`src/rtl/uart_rx_frame_ctrl.sv`:
```
// uart_rx_frame_ctrl
// Frame-level receive controller placed behind a byte-oriented UART receiver.
// It hunts for a start-of-frame byte, then collects a length byte, the
// payload and an additive checksum, all under an inter-byte timeout. Payload
// bytes are buffered and only released downstream once the checksum has
// passed. Every rejected frame produces a one-cycle error pulse and a cause code.
//
// Payload stream handshake: pl_data and pl_last are meaningful only while
// pl_vld is high. A byte transfers on every rising clk edge where pl_vld and
// pl_rdy are both high. While pl_vld is high and pl_rdy is low, pl_data and
// pl_last hold their values, and pl_vld stays high until the transfer happens.
//
// state_dbg exposes the sequencer state:
// 0 = IDLE, 1 = LEN, 2 = PAYLOAD, 3 = CSUM, 4 = DRAIN.

module uart_rx_frame_ctrl #(
   parameter int unsigned clk_freq      = 50000000,
   parameter int unsigned baud_rate     = 19200,
   parameter int unsigned max_len       = 16,
   parameter logic [7:0]  sof_byte      = 8'hA5,
   parameter int unsigned timeout_bytes = 4
) (
   input  logic       clk,
   input  logic       rst,
   input  logic [7:0] rx_data,
   input  logic       rx_data_vld,
   input  logic       parity_err,
   output logic [7:0] pl_data,
   output logic       pl_vld,
   output logic       pl_last,
   input  logic       pl_rdy,
   output logic [7:0] frame_len,
   output logic       frame_err,
   output logic [2:0] err_code,
   output logic       busy,
   output logic [2:0] state_dbg
);

   // Terminal count of the inter-byte timer. The arithmetic is done in
   // 64 bits so fast clocks and long timeouts cannot overflow it.
   localparam logic [63:0] TMO_LIMIT = 64'(timeout_bytes) * 64'd10 * 64'(clk_freq)
                                       / 64'(baud_rate) - 64'd1;
   localparam int TMR_W = $clog2(TMO_LIMIT) + 1;
   localparam logic [TMR_W-1:0] TMO_END = TMR_W'(TMO_LIMIT);

   // The buffer is rounded up to a power of two, so every index value
   // addresses a real entry.
   localparam int ADDR_W = (max_len > 1) ? $clog2(max_len) : 1;
   localparam int DEPTH  = 1 << ADDR_W;
   localparam logic [ADDR_W-1:0] ADDR_ZERO = '0;
   localparam logic [7:0] MAX_LEN_B = 8'(max_len);

   localparam logic [2:0] ERR_NONE    = 3'd0;
   localparam logic [2:0] ERR_PARITY  = 3'd1;
   localparam logic [2:0] ERR_LEN     = 3'd2;
   localparam logic [2:0] ERR_CSUM    = 3'd3;
   localparam logic [2:0] ERR_TIMEOUT = 3'd4;
   localparam logic [2:0] ERR_OVERRUN = 3'd5;

   typedef enum logic [2:0] {
      ST_IDLE    = 3'd0,
      ST_LEN     = 3'd1,
      ST_PAYLOAD = 3'd2,
      ST_CSUM    = 3'd3,
      ST_DRAIN   = 3'd4
   } state_t;

   state_t           state;
   logic             vld_q;
   logic             accept;
   logic [7:0]       len_q;
   logic [7:0]       sum_q;
   logic [7:0]       csum_chk;
   logic [7:0]       wr_idx;
   logic [7:0]       wr_nx;
   logic [7:0]       rd_idx;
   logic [7:0]       rd_nx;
   logic [TMR_W-1:0] timer;
   logic [TMR_W-1:0] timer_nx;
   logic             timed;
   logic             expired;
   logic             buf_we;
   logic [7:0]       pl_buf [DEPTH];

   // rx_data_vld is a level, so only its rising edge counts as a new byte.
   assign accept   = rx_data_vld & ~vld_q;

   // Running sum including the candidate checksum byte; zero means a good frame.
   assign csum_chk = sum_q + rx_data;
   assign wr_nx    = wr_idx + 8'd1;
   assign rd_nx    = rd_idx + 8'd1;

   // The timer runs only while a frame is being collected. An accepted byte
   // restarts it and also beats an expiry in the same cycle. Every entry into
   // a timed state comes from IDLE or from an accepted byte, so the timer
   // always starts from zero there.
   assign timed    = (state == ST_LEN) || (state == ST_PAYLOAD) || (state == ST_CSUM);
   assign expired  = timed && !accept && (timer == TMO_END);
   assign timer_nx = (timed && !accept && !expired) ? timer + TMR_W'(1) : '0;

   // A payload byte with bad parity is never written; its frame is dropped anyway.
   assign buf_we   = accept && (state == ST_PAYLOAD) && !parity_err;

   assign busy      = (state != ST_IDLE);
   assign state_dbg = state;

   // Remember the previous level of rx_data_vld for edge detection.
   always_ff @(posedge clk) begin
      if (rst) begin
         vld_q <= 1'b0;
      end else begin
         vld_q <= rx_data_vld;
      end
   end

   // Payload buffer write port. The content does not need a reset.
   always_ff @(posedge clk) begin
      if (buf_we) begin
         pl_buf[wr_idx[ADDR_W-1:0]] <= rx_data;
      end
   end

   // Frame sequencer: SOF hunt, length/payload/checksum collection,
   // drain and error reporting.
   always_ff @(posedge clk) begin
      if (rst) begin
         state     <= ST_IDLE;
         len_q     <= '0;
         sum_q     <= '0;
         wr_idx    <= '0;
         rd_idx    <= '0;
         timer     <= '0;
         pl_data   <= '0;
         pl_vld    <= 1'b0;
         pl_last   <= 1'b0;
         frame_len <= '0;
         frame_err <= 1'b0;
         err_code  <= ERR_NONE;
      end else begin
         frame_err <= 1'b0;
         timer     <= timer_nx;

         case (state)
            ST_IDLE: begin
               // Anything other than a clean SOF byte is dropped silently.
               if (accept && (rx_data == sof_byte) && !parity_err) begin
                  state <= ST_LEN;
               end
            end

            ST_LEN: begin
               if (accept) begin
                  if (parity_err) begin
                     frame_err <= 1'b1;
                     err_code  <= ERR_PARITY;
                     state     <= ST_IDLE;
                  end else if ((rx_data == 8'd0) || (rx_data > MAX_LEN_B)) begin
                     frame_err <= 1'b1;
                     err_code  <= ERR_LEN;
                     state     <= ST_IDLE;
                  end else begin
                     len_q  <= rx_data;
                     sum_q  <= rx_data;
                     wr_idx <= '0;
                     state  <= ST_PAYLOAD;
                  end
               end else if (expired) begin
                  frame_err <= 1'b1;
                  err_code  <= ERR_TIMEOUT;
                  state     <= ST_IDLE;
               end
            end

            ST_PAYLOAD: begin
               if (accept) begin
                  if (parity_err) begin
                     frame_err <= 1'b1;
                     err_code  <= ERR_PARITY;
                     state     <= ST_IDLE;
                  end else begin
                     wr_idx <= wr_nx;
                     sum_q  <= sum_q + rx_data;
                     if (wr_nx == len_q) begin
                        state <= ST_CSUM;
                     end
                  end
               end else if (expired) begin
                  frame_err <= 1'b1;
                  err_code  <= ERR_TIMEOUT;
                  state     <= ST_IDLE;
               end
            end

            ST_CSUM: begin
               if (accept) begin
                  if (parity_err) begin
                     frame_err <= 1'b1;
                     err_code  <= ERR_PARITY;
                     state     <= ST_IDLE;
                  end else if (csum_chk == 8'd0) begin
                     // Present the first byte straight away.
                     frame_len <= len_q;
                     rd_idx    <= '0;
                     pl_vld    <= 1'b1;
                     pl_data   <= pl_buf[ADDR_ZERO];
                     pl_last   <= (len_q == 8'd1);
                     state     <= ST_DRAIN;
                  end else begin
                     frame_err <= 1'b1;
                     err_code  <= ERR_CSUM;
                     state     <= ST_IDLE;
                  end
               end else if (expired) begin
                  frame_err <= 1'b1;
                  err_code  <= ERR_TIMEOUT;
                  state     <= ST_IDLE;
               end
            end

            ST_DRAIN: begin
               // A byte that arrives while the buffer is still draining is
               // lost. The drain itself continues untouched.
               if (accept) begin
                  frame_err <= 1'b1;
                  err_code  <= ERR_OVERRUN;
               end
               if (pl_vld && pl_rdy) begin
                  if (pl_last) begin
                     pl_vld  <= 1'b0;
                     pl_last <= 1'b0;
                     state   <= ST_IDLE;
                  end else begin
                     rd_idx  <= rd_nx;
                     pl_data <= pl_buf[rd_nx[ADDR_W-1:0]];
                     pl_last <= (rd_nx == (frame_len - 8'd1));
                  end
               end
            end

            default: begin
               state <= ST_IDLE;
            end
         endcase
      end
   end

endmodule
```
`config.mk`:
```
export PLATFORM = sky130hd
export DESIGN_NAME = uart_rx_frame_ctrl
export DESIGN_NICKNAME = d
export VERILOG_FILES = /design/src/rtl/uart_rx_frame_ctrl.sv
export SDC_FILE = /design/constraint.sdc
export NUM_CORES = 1
export LEC_CHECK = 0
export ABC_AREA = 1
export CAP_MARGIN = 20
export CORE_ASPECT_RATIO = 2
export CORE_UTILIZATION = 43
export DETAILED_ROUTE_END_ITERATION = 10
export PLACE_DENSITY = 0.7
export SLEW_MARGIN = 20
export SYNTH_ARGS = -nofsm -noshare
export SYNTH_HDL_FRONTEND = slang
export SYNTH_SLANG_ARGS = --single-unit
```
`constraint.sdc`:
```
create_clock -name clk -period 5.1 [get_ports clk]
set_input_delay 0.51 -clock clk [delete_from_list [all_inputs] [get_ports clk]]
set_output_delay 0.51 -clock clk [all_outputs]
set_load 0.02 [all_outputs]
```
=== Word-level counts from Yosys, hierarchy flattened ===
Memory sizes are Yosys's and may differ from the RTL's.
Index checks and enable logic that the tools add are counted.

* Flip-flop bits (word level): 76
* Memory bits (writable): 128
* Input port bits: 13
* Output and inout port bits: 26
* Logic and storage cells: 155
* Memories: 1

* $add $sub $neg: 5
* Magnitude comparators: 1
* Equality and inequality tests: 26
* Muxes and demuxes: 74
* Bitwise gates (word level): 5
* Reduce and logical (&&, ||, !) cells: 30

{| class="wikitable"
|+ Memories
! name !! depth !! width !! rd ports !! clocked after memory_dff !! wr ports !! RTL line !! RTL
|-
| pl_buf || 16 || 8 || 2 || 0 || 1 || 83 || <nowiki>logic [7:0] pl_buf [DEPTH];</nowiki>
|}

{| class="wikitable"
|+ Operators by type and width
! operator !! number
|-
| 8-bit two-way mux || 20
|-
| 8-bit case mux with 2 select lines || 4
|-
| 3-bit two-way mux || 21
|-
| 2-bit != test, second input constant || 12
|-
| 1-bit two-way mux || 22
|-
| 18-bit by 1-bit adder with 18-bit output, second input constant || 1
|-
| 18-bit by 17-bit equality test with 1-bit output, second input constant || 1
|-
| 6-bit AND reduction || 3
|-
| 8-bit by 1-bit adder with 8-bit output, second input constant || 2
|-
| 8-bit equality test || 2
|-
| 8-bit zero test || 2
|-
| 3-bit case mux with 5 select lines || 1
|-
| 3-bit case mux with 4 select lines || 1
|-
| 4-bit AND reduction || 3
|-
| 5-bit AND reduction || 2
|-
| 8-bit adder || 1
|-
| 8-bit by 1-bit equality test with 1-bit output, second input constant || 1
|-
| 8-bit equality test, second input constant || 1
|-
| 8-bit by 5-bit greater-than comparator with 1-bit output, second input constant || 1
|-
| 1-bit logical AND || 8
|-
| 4-bit by 3-bit != test with 1-bit output, second input constant || 2
|-
| 8-bit by 1-bit subtractor with 8-bit output, second input constant || 1
|-
| 3-bit by 2-bit equality test with 1-bit output, second input constant || 2
|-
| 2-bit two-way mux || 2
|-
| other kinds (16) || 25
|}

=== Depth between registers and ports, before layout ===
* Depth in word-level cells: 9
* Mapped depth: 15
* Mapped depth without buffers: 14

=== Worst setup path after synthesis ===
OpenSTA, ideal clock, no wires.

* Path kind: input port to flip-flop
* Start: in rx_data[0]
* End: reg pl_data[0]
* Library setup time: 113 ps
* Arrival time: 2162 ps
* Data required time: 4987 ps
* Setup slack: 2825 ps
* Stages on the path: 13
* Path through: ha_1 -> fa_1 -> nand3_1 -> nand4_1 -> nand2_1 -> nand3_1 -> nor2_2 -> nand2_1 -> nand2_2 -> nand3_4 -> buf_2 -> nor2_1 -> nor2_1

* Longest elaborated chain between the ends: 4

{| class="wikitable"
|+ RTL lines
! element !! RTL line !! RTL
|-
| from (decl) || 25 || <nowiki>input logic [7:0] rx_data,</nowiki>
|-
| 8-bit adder || 89 || <nowiki>assign csum_chk = sum_q + rx_data;</nowiki>
|-
| 8-bit zero test || 200 || <nowiki>end else if (csum_chk == 8'd0) begin</nowiki>
|-
| 2-bit by 1-bit != test with 1-bit output (no line) || -- ||
|-
| 6-bit AND reduction (no line) || -- ||
|-
| to (signal assigned) || 205 || <nowiki>pl_data <= pl_buf[ADDR_ZERO];</nowiki>
|-
| to (signal assigned) || 234 || <nowiki>pl_data <= pl_buf[rd_nx[ADDR_W-1:0]];</nowiki>
|-
| to (decl) || 28 || <nowiki>output logic [7:0] pl_data,</nowiki>
|}

Every way passes these cells.
A chain may end at the register's enable or synchronous reset.

=== Final worst setup path ===
* Start: in rx_data[2]
* End: reg err_code[1]

* Longest elaborated chain between the ends: 4

{| class="wikitable"
|+ RTL lines
! element !! RTL line !! RTL
|-
| 8-bit adder (tied with other cells) || 89 ||
|-
| 8-bit zero test / 1-bit logical OR (equally long branches) || 200, 157 ||
|-
| 4-bit != test (no line) / 4-bit by 3-bit != test with 1-bit output (equally long branches) || -- ||
|-
| 5-bit AND reduction (no line) (*) || -- ||
|-
| to (signal assigned) || 198 || <nowiki>err_code <= ERR_PARITY;</nowiki>
|-
| to (signal assigned) || 210 || <nowiki>err_code <= ERR_CSUM;</nowiki>
|-
| to (signal assigned) || 215 || <nowiki>err_code <= ERR_TIMEOUT;</nowiki>
|-
| to (decl) || 34 || <nowiki>output logic [2:0] err_code,</nowiki>
|}

Mark *: on every way between the ends. The rest lies on a longest branch, timed or not.

==> flow_metrics.py <==
metrics = {
    "detailed_routing": {
        "drt-total-wl_um": 25000,
        "drt_drc_violations_left": 0,
        "vias_per_cell": 5.38,
        "vias": 7849,
        "ant_nets": 0,
        "drt_iter0_drc": 458,
        "drt_first_pass_iters": 5,
        "avgRoutedWirePerCell_um": 17.1,
    },
    "clock_tree": {
        "cts_tree": "built",
        "cts_made_buffers": 18,
        "clk_pin_slew_worst_paths_ps": 70,
        "post_cts_buffers": 0,
        "cts_buffer_depth": 3,
        "post_cts_resize_count": 0,
        "cts_root_buffer": "clkbuf_16",
        "cts_max_level": 1,
        "cts.sinks": 204,
        "clock_latency_ps": 490,
        "cts_hold_buf": 0,
    },
    "outcome": {
        "status": "finished, final reports clean",
    },
    "sta": {
        "period_needed_ps": 3450,
        "max_freq_mhz": 290,
        "slew_headroom": 0.311,
        "worstMarginPinSlew_ps": 1030,
        "setup_violations": 0,
        "timing.final.crit_share": 0.676,
        "fin_setup_tns_ps": 0,
        "fin_worst_skew_ps": 19.6,
        "finalHoldViolCount": 0,
        "drv_slew": 0,
        "rsz0062_at_grt": "no",
    },
    "synthesis": {
        "syn_area_um2": 9730,
        "syn_inst": 1138,
        "synth_nets": 1167,
        "ys_seq_elements": 204,
        "async_reset_ff_frac": 0,
        "yosys-top-cells-count": "nand2_1, nor2_1, edfxtp_1",
        "synth_top_area_share": 0.395,
        "synth.area.top_cells": "edfxtp_1, dfxtp_1, nand2_1",
        "synth_ff_type": "edfxtp_1",
        "synth_edf_count": 128,
        "yosysWarnings": 0,
        "synth_top_area_cell": "edfxtp_1",
        "yosysMostFrequentCell": "nand2_1",
        "avgSynthCellArea_um2": 8.55,
        "ys_types": 39,
        "ys_seq_area_frac": 0.551,
    },
    "finish": {
        "final_core_util": 0.497,
        "stdcell_count": 1460,
        "final-seq-area_um2": 5370,
        "area_delta_synth_final_pct": 13.2,
        "layout.nets": 1201,
        "nFillCells": 2119,
        "antenna_cells": 0,
        "multi_input_area_um2": 3740,
        "drive_gt1_frac": 0.0541,
        "final_area_um2": 11000,
    },
    "global_route": {
        "overflow": 0,
        "antenna_found_initial": 0,
        "grt.total_usage": 0.225,
        "grt_max_degree": 40,
        "grt_first_pass_wirelength_um": 40600,
        "first_global_vias": 7917,
    },
    "power_and_ir_drop": {
        "p_leak_nw": 4.28,
        "vdd.ir_drop.worst_v": 0.000282,
        "p_total_mw": 3.45,
        "power.density_nw_per_um2": 313,
    },
    "setup_path": {
        "crit_fanout": 20,
        "end_kind": "flip-flop",
        "path_class": "input port to flip-flop",
        "required_ps": 5470,
        "cp_data_arrival_time_ps": 3820,
        "cp-start-kind": "input port",
    },
    "placed_design": {
        "placed_area_um2": 10400,
        "place_congestion": 0.886,
        "dpl.cell_count": 1428,
        "dp_hpwl_um": 17900,
        "port_buffers": 38,
    },
    "floorplan": {
        "die_area_um2": 23300,
        "core_um2": 22200,
        "fp.dieH_um": 215,
        "io_pins": 39,
        "initial_utilization": 0.439,
        "row_count": 77,
        "die_w_um": 108,
    },
    "hold_path": {
        "hp-class": "flip-flop to flip-flop",
    },
    "flow_run": {
        "cap_violations": 0,
    },
}
[metrics by stage]
step	hold WS [ps]	setup slack, ps
finish	475	1650
global route	497	1280
CTS	474	1650
detailed placement	464	1140
global placement	456	1230
floorplan	439	2830
[cell usage in the layout, fill, tap and decap left out, types with 17 or more instances in the layout]
| master | synthesis | final |
|---|---|---|
| clkbuf_16 | 0 | 19 |
| buf_4 | 5 | 17 |
| dfxtp_1 | 76 | 75 |
| o211ai_1 | 32 | 32 |
| a21oi_1 | 48 | 48 |
| nand4_1 | 26 | 26 |
| o21ai_0 | 88 | 88 |
| clkdlybuf4s50_1 | 0 | 38 |
| nand3_1 | 73 | 73 |
| nor2_1 | 184 | 184 |
| nand2_1 | 244 | 244 |
| inv_1 | 111 | 111 |
| edfxtp_1 | 128 | 128 |
[worst paths after layout]
check | endpoint | slack (ps) | cells after the start | startpoint
worst max-delay path | err_code[1]$_SDFFE_PP0P_ | 1650 | 13 | rx_data[2]
worst min-delay path | sum_q[6]$_SDFFE_PP0P_ | 470 | 2 | sum_q[6]$_SDFFE_PP0P_
worst max register to register | err_code[1]$_SDFFE_PP0P_ | 2230 | 12 | sum_q[0]$_SDFFE_PP0P_
worst min register to register | sum_q[6]$_SDFFE_PP0P_ | 470 | 2 | sum_q[6]$_SDFFE_PP0P_
[layout make-up]
| class | instances | share of cell area |
|---|---|---|
| sequential | 204 | 0.487 |
| multi-input combinational | 778 | 0.340 |
| timing repair buffer | 55 | 0.0461 |
| clock buffer | 24 | 0.0458 |
| inverter | 115 | 0.0392 |
| tap | 276 | 0.0314 |
| clock inverter | 8 | 0.0107 |
[report_power, final]
group          switching [mW]  internal (mW)
Clock                   0.592          0.852
Combinational           0.147         0.0805
Sequential             0.0134           1.77
Total                   0.753           2.70
[logic make-up (layout without fill, tap and decap cells)]
family	after synthesis	in the layout	synth area share
buffers and inverters	156	202	0.0647
flip-flops	204	204	0.551
AO/OA/AOI/OAI	189	189	0.109
AND/OR/NAND/NOR	560	560	0.241
XOR/XNOR	13	13	0.0125
adder cells (fa/ha/maj)	16	16	0.0213
[critical path, cell delays in order]
cell	delay, ps
clkdlybuf4s50_1	830
ha_1	630
nand3_1	150
nand3_1	120
nand2_1	70
nand2_1	60
nand3_1	80
nor2_2	150
nand4_1	670
nand2_1	340
nand2_1	80
nand2_1	60
nor2_1	40
[routing by layer]
layer,wire length (um),global-route usage
met4,1160,0.108
met5,0,0
met1,9130,0.234
met3,862,0.0227
met2,13800,0.435
[flip-flops by register name (all words and copies together) (netlist names)]
| name | flops |
|---|---|
| pl_buf | 128 |
| state_dbg | 3 |
| frame_len | 8 |
| sum_q | 8 |
| frame_err | 1 |
| rd_idx | 8 |
| err_code | 3 |
| len_q | 8 |
| wr_idx | 8 |
| timer | 18 |
| pl_last | 1 |
| pl_data | 8 |
| pl_vld | 1 |
| vld_q | 1 |
No activity file was read; power rests on OpenSTA's default activity.
